### config.mk
export PLATFORM = sky130hd
export DESIGN_NAME = eq_band_sched
export DESIGN_NICKNAME = d
export VERILOG_FILES = /design/src/rtl/eq_pkg.sv /design/src/rtl/eq_gain_mac.sv /design/src/rtl/eq_band_sched.sv
export SDC_FILE = /design/constraint.sdc
export NUM_CORES = 1
export LEC_CHECK = 0
export BUFFER_PORTS_ARGS = -buffer_cell sky130_fd_sc_hd__buf_2
export CELL_PAD_IN_SITES_DETAIL_PLACEMENT = 2
export CELL_PAD_IN_SITES_GLOBAL_PLACEMENT = 2
export CORE_MARGIN = 2
export CORE_UTILIZATION = 37
export CTS_BUF_LIST = sky130_fd_sc_hd__clkbuf_4
export CTS_CLUSTER_DIAMETER = 80
export DETAILED_ROUTE_END_ITERATION = 10
export PLACE_DENSITY = 0.87
export REMOVE_ABC_BUFFERS = 1
export SYNTH_ARGS = -nofsm -noshare
export SYNTH_HDL_FRONTEND = slang
export SYNTH_SLANG_ARGS = --single-unit
### constraint.sdc
create_clock -name clk -period 9.79 [get_ports clk]
set_clock_uncertainty 0.2 [all_clocks]
set_input_delay 0.979 -clock clk [delete_from_list [all_inputs] [get_ports clk]]
set_output_delay 0.979 -clock clk [all_outputs]
set_load 0.01 [all_outputs]
### src/rtl/eq_pkg.sv
// Shared sizing constants and FSM encoding for the stereo EQ band scheduler.
package eq_pkg;

  localparam int NUM_BANDS   = 8;
  localparam int SAMPLE_W    = 24;
  localparam int GAIN_W      = 4;
  localparam int ACC_W       = 31;
  localparam int UNITY_SHIFT = 3;

  typedef enum logic [1:0] {
    IDLE,
    REQ,
    RESP,
    OUT
  } eq_state_t;

endpackage

### src/rtl/eq_gain_mac.sv
// Per-band gain multiply-accumulate with >>>3 unity scaling.
// Define EQ_SAT_EN to clip the channel result instead of wrapping it.
module eq_gain_mac #(
  parameter int SAMPLE_W = eq_pkg::SAMPLE_W,
  parameter int GAIN_W   = eq_pkg::GAIN_W,
  parameter int ACC_W    = eq_pkg::ACC_W
) (
  input  logic                       clk,
  input  logic                       nreset,
  input  logic                       clear,
  input  logic                       accumulate,
  input  logic                       last,
  input  logic signed [SAMPLE_W-1:0] data,
  input  logic        [GAIN_W-1:0]   gain,
  output logic signed [SAMPLE_W-1:0] result
);

  localparam int PROD_W = SAMPLE_W + GAIN_W + 1;

  logic signed [PROD_W-1:0] prod;
  logic signed [ACC_W-1:0]  acc;
  logic signed [ACC_W-1:0]  acc_next;
  logic signed [ACC_W-1:0]  scaled;

  // Gain is unsigned, so it gets a zero sign bit before the signed multiply.
  assign prod     = PROD_W'(data) * PROD_W'($signed({1'b0, gain}));
  assign acc_next = acc + ACC_W'(prod);
  assign scaled   = acc_next >>> eq_pkg::UNITY_SHIFT;

`ifdef EQ_SAT_EN
  localparam logic signed [ACC_W-1:0] MAX_V =
    {{(ACC_W-SAMPLE_W+1){1'b0}}, {(SAMPLE_W-1){1'b1}}};
  localparam logic signed [ACC_W-1:0] MIN_V = ~MAX_V;

  always_comb begin
    if (scaled > MAX_V)
      result = MAX_V[SAMPLE_W-1:0];
    else if (scaled < MIN_V)
      result = MIN_V[SAMPLE_W-1:0];
    else
      result = scaled[SAMPLE_W-1:0];
  end
`else
  assign result = SAMPLE_W'(scaled);
`endif

  // The last band of a channel consumes the sum and restarts from zero.
  always_ff @(posedge clk) begin
    if (!nreset || clear || (accumulate && last))
      acc <= '0;
    else if (accumulate)
      acc <= acc_next;
  end

endmodule

### src/rtl/eq_band_sched.sv
// Stereo EQ frame scheduler: walks left then right bands through an external band filter.
// Build option EQ_SAT_EN selects saturating channel results (default wraps).
module eq_band_sched #(
  parameter int NUM_BANDS = eq_pkg::NUM_BANDS,
  parameter int SAMPLE_W  = eq_pkg::SAMPLE_W,
  parameter int GAIN_W    = eq_pkg::GAIN_W
) (
  input  logic                           clk,
  input  logic                           nreset,
  input  logic                           newsample,
  input  logic signed [SAMPLE_W-1:0]     left_in,
  input  logic signed [SAMPLE_W-1:0]     right_in,
  input  logic                           eq_load,
  input  logic [NUM_BANDS*GAIN_W-1:0]    eq_vals,
  output logic                           req_valid,
  input  logic                           req_ready,
  output logic [$clog2(NUM_BANDS)-1:0]   req_band,
  output logic                           req_ch,
  output logic signed [SAMPLE_W-1:0]     req_sample,
  input  logic                           resp_valid,
  input  logic signed [SAMPLE_W-1:0]     resp_data,
  output logic signed [SAMPLE_W-1:0]     out_left,
  output logic signed [SAMPLE_W-1:0]     out_right,
  output logic                           out_valid,
  output logic                           busy,
  output logic                           overrun
);

  import eq_pkg::*;

  localparam int BAND_W = $clog2(NUM_BANDS);
  localparam logic [GAIN_W-1:0] GAIN_UNITY = GAIN_W'(1 << UNITY_SHIFT);
  localparam logic [NUM_BANDS*GAIN_W-1:0] GAIN_RESET = {NUM_BANDS{GAIN_UNITY}};

  eq_state_t                     state;
  logic [NUM_BANDS*GAIN_W-1:0]   gains;
  logic [NUM_BANDS*GAIN_W-1:0]   pend_vals;
  logic                          pend_valid;
  logic signed [SAMPLE_W-1:0]    right_s;
  logic signed [SAMPLE_W-1:0]    left_res;
  logic signed [SAMPLE_W-1:0]    mac_result;
  logic [GAIN_W-1:0]             band_gain;
  logic                          last_band;
  logic                          mac_accumulate;
  logic                          mac_clear;

  assign band_gain      = gains[int'(req_band)*GAIN_W +: GAIN_W];
  assign last_band      = (req_band == BAND_W'(NUM_BANDS-1));
  assign mac_accumulate = (state == RESP) && resp_valid;
  assign mac_clear      = (state == IDLE) && newsample;

  eq_gain_mac #(
    .SAMPLE_W (SAMPLE_W),
    .GAIN_W   (GAIN_W),
    .ACC_W    (ACC_W)
  ) u_mac (
    .clk        (clk),
    .nreset     (nreset),
    .clear      (mac_clear),
    .accumulate (mac_accumulate),
    .last       (last_band),
    .data       (resp_data),
    .gain       (band_gain),
    .result     (mac_result)
  );

  // The left sample lives in req_sample during the left pass, so only the right one is kept aside.
  always_ff @(posedge clk) begin
    if (!nreset) begin
      state      <= IDLE;
      req_valid  <= 1'b0;
      req_band   <= '0;
      req_ch     <= 1'b0;
      req_sample <= '0;
      out_left   <= '0;
      out_right  <= '0;
      out_valid  <= 1'b0;
      busy       <= 1'b0;
      overrun    <= 1'b0;
      pend_valid <= 1'b0;
      pend_vals  <= '0;
      gains      <= GAIN_RESET;
      right_s    <= '0;
      left_res   <= '0;
    end else begin
      out_valid <= 1'b0;

      if (newsample && (state != IDLE))
        overrun <= 1'b1;

      // Gains are frozen for the whole frame; loads that arrive now wait in pend_vals.
      if (eq_load && ((state != IDLE) || newsample)) begin
        pend_valid <= 1'b1;
        pend_vals  <= eq_vals;
      end

      case (state)
        IDLE: begin
          if (newsample) begin
            right_s    <= right_in;
            req_sample <= left_in;
            req_band   <= '0;
            req_ch     <= 1'b0;
            req_valid  <= 1'b1;
            busy       <= 1'b1;
            state      <= REQ;
          end else if (eq_load) begin
            gains <= eq_vals;
          end
        end

        REQ: begin
          if (req_ready) begin
            req_valid <= 1'b0;
            state     <= RESP;
          end
        end

        RESP: begin
          if (resp_valid) begin
            req_valid <= 1'b1;
            state     <= REQ;
            if (!last_band) begin
              req_band <= req_band + 1'b1;
            end else if (!req_ch) begin
              left_res   <= mac_result;
              req_band   <= '0;
              req_ch     <= 1'b1;
              req_sample <= right_s;
            end else begin
              req_valid <= 1'b0;
              req_band  <= '0;
              req_ch    <= 1'b0;
              out_left  <= left_res;
              out_right <= mac_result;
              out_valid <= 1'b1;
              state     <= OUT;
            end
          end
        end

        OUT: begin
          busy       <= 1'b0;
          state      <= IDLE;
          pend_valid <= 1'b0;
          if (eq_load)
            gains <= eq_vals;
          else if (pend_valid)
            gains <= pend_vals;
        end

        default: state <= IDLE;
      endcase
    end
  end

endmodule
Yosys cells after proc, flatten, opt, wreduce, memory -nomap -nowiden
Cells that the tools add are included.
{ "word_totals": {"regBits": 226, "latch_bits": 0, "ramBits": 0, "mem_bits_ro": 0, "input_bits": 110, "out_inout_bits": 80, "wordCells": 92, "memories": 0} }
{ "op_classes": {"n_addsub": 2, "multipliers": 1, "n_div": 0, "magnitude_cmp": 0, "eq_ne": 12, "shift": 1, "muxes": 32, "bitwise": 2, "reduce_logical": 26} }
{ "op_table": {"columns": ["operator", "count"], "rows": [
  ["two-way mux 32 bit", 4],
  ["two-way mux 24 bit", 4],
  ["case mux 32 bit (2 select lines)", 1],
  ["case mux 24 bit (2 select lines)", 1],
  ["variable part select 32 x 6 -> 4 bit", 1],
  ["adder 31 x 29 -> 31 bit", 1],
  ["multiplier 24 x 5 -> 29 bit", 1],
  ["AND reduction 4 bit", 6],
  ["inequality test 2 bit (second input constant)", 6],
  ["two-way mux 2 bit", 5],
  ["two-way mux 1 bit", 9],
  ["two-way mux 3 bit", 3],
  ["case mux 2 bit (4 select lines)", 1],
  ["case mux 3 bit (2 select lines)", 1],
  ["AND reduction 3 bit", 2],
  ["nonzero test 2 bit", 3],
  ["logical AND 1 bit", 5],
  ["AND reduction 5 bit", 1],
  ["equality test 2 bit (second input constant)", 2],
  ["case mux 1 bit (2 select lines)", 2],
  ["AND reduction 2 bit", 2],
  ["adder 3 x 1 -> 3 bit (second input constant)", 1],
  ["equality test 3 bit (second input constant)", 1],
  ["logical OR 1 bit", 3],
  ["other kinds (9)", 10]
]} }

Depth between registers and ports, before layout
{ "logic_depth": {"word_depth": 4, "mapped_depth": 21, "depth_no_buf": 18} }

Cells and area by module
Synthesis repeated with hierarchy kept, for this count alone.
{ "unflattened": {"hier_cells": 1525, "hier_area_um2": 13360.3} }
{ "modules_own_cells": {"columns": ["module", "instances", "cells_per_inst", "area_each_um2", "seq_area_each_um2"], "rows": [
  ["eq_band_sched", 1, 894, 8036.5, 3903.7],
  ["eq_gain_mac", 1, 631, 5323.9, 540.5]
]} }

Least setup slack after synthesis
No wires, ideal clock.
{ "synth_path": {"path_kind": "register to register", "startpoint": "reg req_band[1]", "endpoint": "reg u_mac.acc[24]", "setup_ns": 0.071, "arrival_time_ns": 5.276, "required_time_ns": 9.519, "slack_ns": 4.244, "stages_incl_launch_ff": 19, "n_path_buf": 2, "synth_period_minus_slack_ns": 5.546, "path_cell_list": "dfxtp_1 -> clkbuf_1 -> mux4_2 -> mux2_2 -> clkbuf_1 -> nand2_1 -> fa_1 -> fa_1 -> fa_1 -> inv_1 -> ha_1 -> a211oi_1 -> o211ai_1 -> and2_1 -> a21oi_1 -> mux2_1 -> a211oi_1 -> nand2_1 -> a21oi_1"} }
{ "synth_between": {"elab_chain_cells": 3, "elab_cells_between_ends": 6, "cone_classes": "add/sub: 1; mul: 1; eq/ne: 1; shift: 1; reduce/logical: 2"} }
{ "synth_rtl": {"columns": ["item", "line", "source"], "rows": [
  ["start: declaration", "eq_band_sched.sv:17", "output logic [$clog2(NUM_BANDS)-1:0] req_band,"],
  ["start signal: assignment", "eq_band_sched.sv:124", "req_band <= req_band + 1'b1;"],
  ["variable part select 32 x 6 -> 4 bit / equality test 3 bit (equally long branches)", "eq_band_sched.sv:47, eq_band_sched.sv:48", null],
  ["multiplier 24 x 5 -> 29 bit / logical AND 1 bit (equally long branches)", "eq_gain_mac.sv:26, eq_gain_mac.sv:49", null],
  ["adder 31 x 29 -> 31 bit / logical OR 1 bit (equally long branches)", "eq_gain_mac.sv:27, eq_gain_mac.sv:49", null],
  ["end signal: assignment", "eq_gain_mac.sv:52", "acc <= acc_next;"],
  ["end: declaration", "eq_gain_mac.sv:21", "logic signed [ACC_W-1:0] acc;"]
]} }
Several ways; a longest one is shown, not always the timed one.
A chain may end at the register's enable or synchronous reset.

Worst setup path in the final report
{ "layout_path": {"startpoint": "reg req_band[0]", "endpoint": "reg left_res[21]"} }
{ "layout_between": {"elab_chain_cells": 3, "elab_cells_between_ends": 5, "cone_classes": "add/sub: 1; mul: 1; eq/ne: 1; shift: 1; reduce/logical: 1"} }
{ "layout_rtl": {"columns": ["item", "line", "source"], "rows": [
  ["variable part select 32 x 6 -> 4 bit", "eq_band_sched.sv:47", "assign band_gain = gains[int'(req_band)*GAIN_W +: GAIN_W];"],
  ["multiplier 24 x 5 -> 29 bit", "eq_gain_mac.sv:26", "assign prod = PROD_W'(data) * PROD_W'($signed({1'b0, gain}));"],
  ["adder 31 x 29 -> 31 bit", "eq_gain_mac.sv:27", "assign acc_next = acc + ACC_W'(prod);"],
  ["end signal: assignment", "eq_band_sched.sv:126", "left_res <= mac_result;"],
  ["end: declaration", "eq_band_sched.sv:40", "logic signed [SAMPLE_W-1:0] left_res;"]
]} }
Several ways; a longest one is shown, not always the timed one.

==> results.toml <==
[status]
outcome = "complete, no violations"

[timing]
rsz0062_at_grt = "no"
slew-limit-headroom_pct = 15.6
finalHoldViolCount = 0
worst_pin_slew_ps = 1260
max_freq_mhz = 148
fin_crit_sh_pct = 68.8
period_minus_slack_ps = 6740
slew_violations = 0
setup_viol = 0
hold_ws_ps = 253
setup_ws_ps = 3050
finalSetupTns_ps = 0

[clocking]
clkLatencyLatePin_ps = 730
postCtsHoldBufs = 0
cts_tree = "done"
h-tree-depth = 3
clock_path_buffers = 3
cts.sinks = 222
ctsResizeCount = 0
clk_pin_slew_worst_paths_ps = 70
cts_setup_buffers = 0
cts_root_buffer = "clkbuf_4"
numCtsBuffers = 68

[finish]
final_nets = 1953
final_util_pct = 44.1
final_common_cell = "nand2_1"
drive_gt1_share_pct = 18.5
fillers = 3828
area_growth_pct = 16.9
final_cell_mix = "408 x nand2_1, 222 x dfxtp_1, 189 x buf_2"

[routing]
via_per_inst = 5.34
drc = 0
first_iter_violations = 513
drt_wl_total_um = 46700
ant_nets = 0
via_count = 11800
drtPass1Iterations = 4
wl_per_cell_um = 21.2

[synthesis]
synth-edff-count = 0
avgSynthCellArea_um2 = 8.04
synthFlopType = "dfxtp_1"
yosys-top-cells-area = "dfxtp_1 36%, nand2_1 12%, fa_1 11%"
netlist.area_leader.share_pct = 35.9
yosys.area.top_type = "dfxtp_1"
syn_inst = 1540
seq_area_frac_synth_pct = 35.9
synthArstFlopShare_pct = 0
syn_area_mm2 = 0.0124
yosysWarnings = 0
ys_seq_elements = 222
synth_cell_types = 53

[place]
dp_hpwl_um = 31000
place.gp.congestion = 0.815
place_ws_ps = 3270
port_buffers = 189

[grt]
grt_overflow_total = 0
grt_usage_pct = 26.8
grt_pass1_vias = 13500
antenna_found_initial = 6
grt_max_degree = 100
grt_pass1_wl_um = 74300

[power]
p_leak_nw = 6.29
power.density_mw_per_mm2 = 171
ir_worst_vdd_mv = 0.0812

[run]
max_cap_violations = 0

[setup_path]
critical_path.max_stage_delay_ps = 780
worst_setup_path_end_kind = "register"
cp_top_family = "adder cells"
worstSetupStartpointType = "register"
crit_slowest_cell = "mux2i_4"
cp.required_ps = 10240
critical_path_class = "reg2reg"
crit_arrival_ps = 7190
path_buf_inv = 2
cp_cell_sequence = "mux4_2 -> mux2i_4 -> nor2b_1 -> ha_1 -> inv_1 -> fa_1 -> fa_1 -> inv_1 -> ha_1 -> a211oi_1 -> o211ai_1 -> and2_1 -> a21oi_1 -> mux2_1 -> a211oi_1 -> nand2_1 -> a21oi_1"
cp_max_fo = 24

[die]
row_count = 66
io_pins = 190
coreArea_mm2 = 0.0328
die_area_mm2 = 0.0349
die_w_um = 187
initial_core_util_pct = 37.8
dieHeight_um = 187

[min_path]
hold_path_class = "reg2reg"
## metrics by stage
stage	instance area, um2	instances	power, mW
final	14500	2207	2.48
after global placement	13600	2089	1.53
after floorplan	12000	1446	1.36
after global routing	14500	2206	2.63
after CTS	14500	2203	2.51
after detailed placement	13600	2089	1.57
## report_power, final
group | internal (mW) | switching [mW] | leakage, nW | total (mW)
Sequential | 0.943 | 0.0253 | 1.81 | 0.968
Clock | 0.471 | 0.441 | 0.485 | 0.912
Combinational | 0.209 | 0.387 | 4.00 | 0.596
## layer usage
metal	routed length (um)	GRT usage, %	vias to the layer above
met3	2040	5.82	119
li1	-	-	5424
met2	23900	47.7	302
met4	1770	11.8	6
met1	18900	30.9	5944
met5	45	0.275	-
## sequential cells by signal, indices dropped and copies added, names as in the netlist, 3 cells and up
register    count
left_res       24
req_band        3
right_s        24
req_sample     24
pend_vals      32
gains          32
out_right      24
out_left       24
u_mac.acc      27
## synth_stat cells (3+ instances only)
master and count:
inv_1 136, dfxtp_1 222, nand2_1 408, o21ai_1 14, nor3_1 7, o22ai_1 6, o31ai_1 3, clkbuf_1 83
ha_1 55, and3_1 3, xor2_1 8, nor2b_1 53, nand3_1 29, nand2b_1 6, mux4_2 8, xnor2_1 15
o211ai_1 6, fa_1 71, a311oi_1 50, a21o_1 7, and2_1 14, o21ai_0 19, buf_2 4, a22oi_1 11
nor2_1 101, buf_1 6, a211oi_1 16, o21a_1 4, a21oi_1 143
## layout make-up
type                    instances  area [um2]  share of cell area (%)
well taps                     442         553                    3.82
multi-input cells            1087        7090                    49.0
clock buffers                  95         713                    4.93
diodes                          4        10.0                  0.0692
clock inverters                19         104                   0.718
inverters                     137         517                    3.57
flip-flops and latches        222        4440                    30.7
repair buffers                201        1040                    7.16
## worst paths after layout
| check | from | endpoint | slack [ps] | cells after the start |
|---|---|---|---|---|
| worst max register to register | req_band[0]$_SDFFE_PN0P_ | left_res[21]$_SDFFE_PN0P_ | 3050 | 17 |
| worst min register to register | left_res[10]$_SDFFE_PN0P_ | out_left[10]$_SDFFE_PN0P_ | 250 | 2 |
| worst max-delay path | req_band[0]$_SDFFE_PN0P_ | left_res[21]$_SDFFE_PN0P_ | 3050 | 17 |
| worst min-delay path | left_res[10]$_SDFFE_PN0P_ | out_left[10]$_SDFFE_PN0P_ | 250 | 2 |
## kinds of logic after synthesis
group	Yosys count	synth area share (%)
AND/OR/NAND/NOR	632	21.4
AO/OA/AOI/OAI	291	14.7
buffers and inverters	231	7.07
flip-flops	222	35.9
adder cells (fa/ha/maj)	126	17.0
XOR/XNOR	24	1.76
multiplexers	14	2.17
## worst min-delay path: stages (launching register included)
cell and delay (ps):
dfxtp_1 310, nand2_1 60, a21oi_1 60
(Power assumes the default switching activity.)
